==> src/rtl/mem_arbiter_fill_ctrl.sv <==
// Unified memory port arbiter and multi-word block fill sequencer for I/D caches.
// Define MEM_ARB_PERF_CNT_EN to add saturating per-cache fill completion counters.
module mem_arbiter_fill_ctrl #(
  parameter int ADDR_W = 16,
  parameter int WORDS  = 8
) (
  input  logic              clk,
  input  logic              rst,
  input  logic              I_miss,
  input  logic [ADDR_W-1:0] I_addr,
  input  logic              D_miss,
  input  logic [ADDR_W-1:0] D_addr,
  input  logic              D_wr_req,
  input  logic [ADDR_W-1:0] D_wr_data,
  input  logic [ADDR_W-1:0] mem_data_out,
  input  logic              mem_data_valid,
  output logic              mem_en,
  output logic              mem_wr,
  output logic [ADDR_W-1:0] mem_addr,
  output logic [ADDR_W-1:0] mem_data_in,
  output logic [ADDR_W-1:0] fill_addr,
  output logic [ADDR_W-1:0] fill_data,
  output logic              I_data_we,
  output logic              I_tag_we,
  output logic              D_data_we,
  output logic              D_tag_we,
  output logic              I_stall,
  output logic              D_stall,
  output logic              busy,
  output logic [15:0]       I_fill_cnt,
  output logic [15:0]       D_fill_cnt
);

  localparam int CW = $clog2(WORDS) + 1;
  localparam logic [ADDR_W-1:0] BLK_MASK = ADDR_W'(2 * WORDS - 1);

  typedef enum logic [1:0] {
    IDLE,
    I_FILL,
    D_FILL,
    D_WRITE
  } state_t;

  state_t            state_q, state_d;
  logic [CW-1:0]     issue_cnt_q, issue_cnt_d;
  logic [CW-1:0]     ret_cnt_q, ret_cnt_d;
  logic [ADDR_W-1:0] base_q, base_d;
  logic [ADDR_W-1:0] issue_off, ret_off;
  logic              data_we, tag_we;

  assign issue_off = ADDR_W'({issue_cnt_q, 1'b0});
  assign ret_off   = ADDR_W'({ret_cnt_q, 1'b0});

  always_comb begin
    state_d     = state_q;
    issue_cnt_d = issue_cnt_q;
    ret_cnt_d   = ret_cnt_q;
    base_d      = base_q;
    mem_en      = 1'b0;
    mem_wr      = 1'b0;
    mem_addr    = '0;
    mem_data_in = '0;
    fill_addr   = '0;
    fill_data   = '0;
    data_we     = 1'b0;
    tag_we      = 1'b0;
    unique case (state_q)
      IDLE: begin
        if (I_miss) begin
          base_d      = I_addr & ~BLK_MASK;
          issue_cnt_d = '0;
          ret_cnt_d   = '0;
          state_d     = I_FILL;
        end else if (D_miss) begin
          base_d      = D_addr & ~BLK_MASK;
          issue_cnt_d = '0;
          ret_cnt_d   = '0;
          state_d     = D_FILL;
        end else if (D_wr_req) begin
          state_d = D_WRITE;
        end
      end
      I_FILL, D_FILL: begin
        if (issue_cnt_q < CW'(WORDS)) begin
          mem_en      = 1'b1;
          mem_addr    = base_q + issue_off;
          issue_cnt_d = issue_cnt_q + CW'(1);
        end
        // Returns may overlap issues; the last one also validates the tag.
        if (mem_data_valid) begin
          fill_addr = base_q + ret_off;
          fill_data = mem_data_out;
          data_we   = 1'b1;
          ret_cnt_d = ret_cnt_q + CW'(1);
          if (ret_cnt_q == CW'(WORDS - 1)) begin
            tag_we  = 1'b1;
            state_d = IDLE;
          end
        end
      end
      D_WRITE: begin
        mem_en      = 1'b1;
        mem_wr      = 1'b1;
        mem_addr    = D_addr;
        mem_data_in = D_wr_data;
        state_d     = IDLE;
      end
      default: state_d = IDLE;
    endcase
  end

  always_ff @(posedge clk or posedge rst) begin
    if (rst) begin
      state_q     <= IDLE;
      issue_cnt_q <= '0;
      ret_cnt_q   <= '0;
      base_q      <= '0;
    end else begin
      state_q     <= state_d;
      issue_cnt_q <= issue_cnt_d;
      ret_cnt_q   <= ret_cnt_d;
      base_q      <= base_d;
    end
  end

  assign I_data_we = data_we & (state_q == I_FILL);
  assign I_tag_we  = tag_we & (state_q == I_FILL);
  assign D_data_we = data_we & (state_q == D_FILL);
  assign D_tag_we  = tag_we & (state_q == D_FILL);

  assign busy    = (state_q != IDLE);
  assign I_stall = (state_q == I_FILL) | ((state_q == IDLE) & I_miss);
  assign D_stall = ((D_miss | D_wr_req) & (state_q != D_WRITE))
                 | (state_q == D_FILL);

`ifdef MEM_ARB_PERF_CNT_EN
  logic [15:0] i_cnt_q, i_cnt_d;
  logic [15:0] d_cnt_q, d_cnt_d;

  always_comb begin
    i_cnt_d = i_cnt_q;
    d_cnt_d = d_cnt_q;
    if (I_tag_we && (i_cnt_q != 16'hFFFF)) i_cnt_d = i_cnt_q + 16'd1;
    if (D_tag_we && (d_cnt_q != 16'hFFFF)) d_cnt_d = d_cnt_q + 16'd1;
  end

  always_ff @(posedge clk or posedge rst) begin
    if (rst) begin
      i_cnt_q <= '0;
      d_cnt_q <= '0;
    end else begin
      i_cnt_q <= i_cnt_d;
      d_cnt_q <= d_cnt_d;
    end
  end

  assign I_fill_cnt = i_cnt_q;
  assign D_fill_cnt = d_cnt_q;
`else
  assign I_fill_cnt = 16'h0000;
  assign D_fill_cnt = 16'h0000;
`endif

endmodule

==> config.mk <==
export PLATFORM = sky130hd
export DESIGN_NAME = mem_arbiter_fill_ctrl
export DESIGN_NICKNAME = d
export VERILOG_FILES = /design/src/rtl/mem_arbiter_fill_ctrl.sv
export SDC_FILE = /design/constraint.sdc
export NUM_CORES = 1
export LEC_CHECK = 0
export CAP_MARGIN = 10
export CORE_MARGIN = 1
export CORE_UTILIZATION = 31
export CTS_BUF_LIST = sky130_fd_sc_hd__clkbuf_8
export CTS_CLUSTER_SIZE = 24
export DETAILED_ROUTE_END_ITERATION = 8
export PLACE_DENSITY_LB_ADDON = 0.12
export SYNTH_ARGS = -nofsm -noshare
export SYNTH_HDL_FRONTEND = slang
export SYNTH_SLANG_ARGS = --single-unit
==> constraint.sdc <==
create_clock -name clk -period 1.9 [get_ports clk]
set_clock_uncertainty 0.1 [all_clocks]
set_input_delay 0.38 -clock clk [delete_from_list [all_inputs] [get_ports clk]]
set_output_delay 0.38 -clock clk [all_outputs]
set_load 0.02 [all_outputs]
## After elaboration in Yosys (flattened, before gate mapping)

Index checks and enable logic that the tools add are counted.

- $add $sub $neg: 4
- Equal/unequal tests: 10
- Order comparisons: 1
- Reductions and logical operators: 9
- Bitwise gates (word level): 9
- Div/mod/pow operators: 0
- Shift operators: 0
- Muxes and demuxes: 29
- Multipliers: 0

Operators by type and width:

| kind | number |
|---|---|
| 16-bit 2-to-1 mux | 8 |
| 16-bit by 5-bit adder with 16-bit output | 2 |
| 16-bit case mux with 2 select lines | 1 |
| 4-bit 2-to-1 mux | 4 |
| 4-bit case mux with 2 select lines | 2 |
| 2-bit 2-to-1 mux | 5 |
| 3-bit AND reduction | 3 |
| 4-bit by 1-bit adder with 4-bit output, second input constant | 2 |
| 2-bit != test, second input constant | 4 |
| 1-bit 2-to-1 mux | 7 |
| 1-bit AND | 6 |
| 2-bit case mux with 3 select lines | 1 |
| 2-bit nonzero test | 3 |
| 2-bit equality test, second input constant | 2 |
| 4-bit by 3-bit equality test with 1-bit output, second input constant | 1 |
| 4-bit < comparator, second input constant | 1 |
| 4-bit != test, second input constant | 1 |
| 3-bit != test, second input constant | 1 |
| 1-bit OR | 3 |
| 2-bit by 1-bit equality test with 1-bit output, second input constant | 1 |
| 2-bit logical NOT | 1 |
| 1-bit case mux with 2 select lines | 1 |
| 2-bit AND reduction | 1 |
| 2-bit OR reduction | 1 |

- Register bits after elaboration: 26
- Memories kept: 0
- Logic and storage cells: 66
- ROM bits: 0
- Latch bits: 0
- Input bits: 70
- RAM bits: 0

## Depth between registers and ports, before layout

- Depth after elaboration: 5
- Mapped depth: 8
- Mapped depth without buffers: 6

## Least setup slack after synthesis

OpenSTA, ideal clock, no wires.

- Kind: reg-to-output
- Start: register state_q[1]
- End: output mem_addr[10]
- Buffers on the path: 3
- Stages on the path, launching flop included: 9
- Setup slack: -0.383 ns
- Required time: 1.420 ns
- Arrival: 1.803 ns
- Cell sequence: dfrtp_1 inv_1 ha_1 buf_2 nor2b_1 clkbuf_1 buf_2 a22oi_1 nor2_1

- Word-level cells in the longest chain between the ends: 3
- Elaborated cells between the ends (all ways): 5
- Those cells by class: 3 x eq/ne; 1 x mux; 1 x reduce/logical

Ends and longest elaborated chain:

| element | RTL line | RTL |
|---|---|---|
| from (decl) | 44 | `state_t state_q, state_d;` |
| from (signal assigned) | 119 | `state_q <= state_d;` |
| 2-bit by 1-bit equality test with 1-bit output / 2-bit equality test (equally long branches) | 67 | `unique case (state_q)` |
| 2-bit OR reduction | 67 |  |
| 16-bit case mux with 2 select lines * | 67 |  |
| to (decl) | 19 | `output logic [ADDR_W-1:0] mem_addr,` |

Mark *: on every way between the ends. The rest lies on a longest branch, timed or not.

## Worst setup path after layout

- Start: register ret_cnt_q[3]
- End: output fill_addr[14]

- Word-level cells in the longest chain between the ends: 3

Ends and longest elaborated chain:

| element | RTL line | RTL |
|---|---|---|
| from (decl) | 46 | `logic [CW-1:0] ret_cnt_q, ret_cnt_d;` |
| from (signal assigned) | 121 | `ret_cnt_q <= ret_cnt_d;` |
| 16-bit by 5-bit adder with 16-bit output | 91 | `fill_addr = base_q + ret_off;` |
| 16-bit 2-to-1 mux | 90 | `if (mem_data_valid) begin` |
| 16-bit 2-to-1 mux | 67 |  |
| to (decl) | 21 | `output logic [ADDR_W-1:0] fill_addr,` |

No other way between the ends.

==> metrics.md <==
| Metric | Value |
|---|---|
| Switching pwr | `roughly 3.3 mW` |
| Area delta synth->final | `131%` |
| Skew-Pair Late Insertion Delay | `roughly 270 ps` |
| Sequential fraction of the synthesis area | `0.245` |
| Vias in the first global route | `roughly 2600` |
| Slowest cell delay on critical path | `410 ps` |
| Seq pwr share | `0.119` |
| Clock-pin slew on the worst setup and hold paths | `about 80 ps` |
| Core Area | `around 6900 um2` |
| Share of cells above drive strength 1 | `0.561` |
| Pwr dens | `about 1400 nW/um2` |
| VDD IR max | `884 uV` |
| Mapped cell area | `approximately 2200 um2` |
| Setup CP Type | `reg2out` |
| Worst Setup End Kind | `output port` |
| Die X | `about 87 um` |
| CP Max Fanout | `3` |
| Synth Flop Type | `dfrtp_1` |
| Initial Utilization | `0.325` |
| Cell count after synthesis | `290` |
| Row count | `30` |
| WL/cell | `about 16 um` |
| RePlAce Congestion | `0.816` |
| Final setup fails | `75` |
| WP buf/inv | `1` |
| Final period util | `1.17` |
| Routed vias/inst | `4.80` |
| Largest delay share family, worst path | `simple AND/OR/NAND/NOR gates` |
| Power share of the clock group | `0.041` |
| Final wirelength | `between 9 and 10 mm` |
| Net Sw Frac | `0.456` |
| Static Leak | `about 2.3 nW` |
| Post-CTS Hold Buffers | `0` |
| Final number of max-transition violations | `0` |
| Total die area | `around 7600 um2` |
| Total power | `just over 7 mW` |
| Max clock buf depth | `2` |
| Unrepaired setup endpoints after global routing | `yes` |
| Maximum clock frequency | `approximately 450 MHz` |
| Final setup margin | `-314 ps` |
| Fillers | `roughly 490` |
| Syn Area/Cell | `~7.7 um2` |
| Internal Power | `approximately 3.9 mW` |
| Pin count of the biggest net entering global routing | `23` |
| EDFF count, synth | `0` |
| TritonCTS clock tree | `done` |
| Synth warnings | `0` |
| Combinational Power Share | `0.840` |
| Top cell by count, worst path | `ha_4` |
| Input/output buffers | `about 140` |
| Reg-to-reg slack, setup | `-110 ps` |
| Die Y | `87.1 um` |
| First-pass GRT wire length | `around 13 mm` |
| Count of cell types in the netlist | `39` |
| WHS | `roughly 340 ps` |
| Nets | `about 570` |
| # diodes | `0` |
| CP Cell Sequence | `ha_4, ha_4, and4_4, nand4_1, xor2_1, nor2_2, buf_6` |
| Initial DRC count | `slightly above 100` |
| DRC | `0` |
| Setup tns final | `-10640 ps` |
| Sink Count | `22` |
| Post-DP HPWL | `about 5.8 mm` |
| Crit path launch type | `register` |
| Post-DRT Antenna Nets | `0` |
| Run status | `complete, but fails checks` |
| Final global-route overflow total | `0` |
| Yosys reg bits | `22` |
| Num CTS Buffers | `3` |
| Initial antenna violation count | `0` |
| Vias | `2825` |
| Max Cap Violations | `0` |
| Final Hold Viols | `0` |
| Drt pass-1 iters | `4` |
| Fin util | `0.752` |
| WP data arrival | `1730 ps` |
| Period minus WS final | `about 2200 ps` |
| Async SR Flop Fraction | `1.00` |
| Root Driver | `clkbuf_8` |
| Critical-path top delay cell | `dfrtp_1` |
| H-tree depth | `1` |
| Min-Delay Path Class | `in2async` |
| Failing checks | `setup timing` |
| CP required | `between 1000 and 1500 ps` |
| Ports | `~180` |
| Gr usage total | `0.209` |
worst register-to-register path: cells and delay by family, from the launching register on:
| kind | cells | cell delay, ps |
|---|---|---|
| buf+inv | 4 | 430 |
| simple gates | 2 | 610 |
| fa+ha+maj | 1 | 170 |
| flops | 1 | 400 |
| compound gates | 1 | 210 |
timing repair:
item,CTS,global route
pin swaps,32,37
cloned,3,5
endpoints found under the setup margin,77,79
resized for setup,416,139
buffers inserted,9,21
metrics by stage:
stage	instances	instance area (um2)	setup slack (ps)
6_report	588	5190	-314
5_1_grt	588	5190	-399
4_1_cts	568	4440	-308
3_5_place_dp	554	4170	-605
3_3_place_gp	554	4170	-537
2_1_floorplan	322	2580	-111
kinds of logic after synthesis:
family                   synth area share
AO/OA/AOI/OAI                       0.162
XOR/XNOR                           0.0351
adder cells (fa/ha/maj)            0.0501
buffers and inverters               0.158
flip-flops                          0.245
multiplexers                       0.0674
other                             0.00167
AND/OR/NAND/NOR                     0.281
final timing paths:
check	from	endpoint	cells past startpoint
worst min register to register	base_q[15]$_DFFE_PP0P_	base_q[15]$_DFFE_PP0P_	2
min in group clk	base_q[15]$_DFFE_PP0P_	base_q[15]$_DFFE_PP0P_	2
max in group asynchronous	rst	base_q[7]$_DFFE_PP0P_	3
worst max-delay path	ret_cnt_q[3]$_DFFE_PP0P_	fill_addr[14]	7
worst min-delay path	rst	base_q[13]$_DFFE_PP0P_	3
worst max register to register	state_q[0]$_DFFE_PP0P_	ret_cnt_q[2]$_DFFE_PP0P_	8
flip-flops by register name, indices dropped and copies added (netlist names):
register and cells:
state_q 2, ret_cnt_q 4, issue_cnt_q 4, base_q 12
final cells by class:
cell class                 count  area [um2]  share of cell area
timing repair buffer         220        2360               0.454
inverter                       6        22.5             0.00434
clock buffer                   3        41.3             0.00795
multi-input combinational    241        2100               0.405
tap                           96         120              0.0231
sequential                    22         551               0.106
power groups by stage:
| stage | Combinational (mW) | Clock, mW | Sequential [mW] |
|---|---|---|---|
| finish | 6.04 | 0.297 | 0.856 |
| floorplan | 2.44 | 0 | 0.896 |
| global placement | 4.40 | 0 | 0.829 |
| CTS | 5.08 | 0.299 | 0.836 |
| global route | 6.40 | 0.330 | 0.878 |
| detailed placement | 4.43 | 0 | 0.833 |
layout by cell type (no fill, tap or decap), drive strengths merged, types with 9 or more instances in the layout:
cell type | netlist | routed
buf | 40 | 149
clkdlybuf4s50 | 0 | 64
conb | 1 | 33
nor2 | 30 | 30
and3 | 24 | 24
dfrtp | 22 | 22
nand2 | 22 | 22
o21ai | 22 | 22
and2 | 20 | 20
a22oi | 15 | 15
mux2i | 14 | 14
ha | 9 | 9
clkbuf | 13 | 9
cells in the mapped netlist (6+ instances only):
master	n	share of area
inv_1	6	0.010
and2_1	20	0.056
ha_1	9	0.050
dfrtp_1	22	0.25
o21ai_0	21	0.047
mux2i_1	14	0.062
clkbuf_1	13	0.022
buf_4	33	0.11
nor2_1	30	0.050
and3_1	24	0.067
buf_2	7	0.016
nand2_1	22	0.037
a22oi_1	15	0.050
per-layer routing:
layer  track usage  routed length (um)  vias to the layer above
li1              -                   -                     1349
met1         0.257                3600                     1317
met2         0.382                4820                      143
met3        0.0389                 666                       16
met4        0.0402                 183                        0
met5             0                   0                        -
Note: power is estimated with default switching activity, not from simulation.
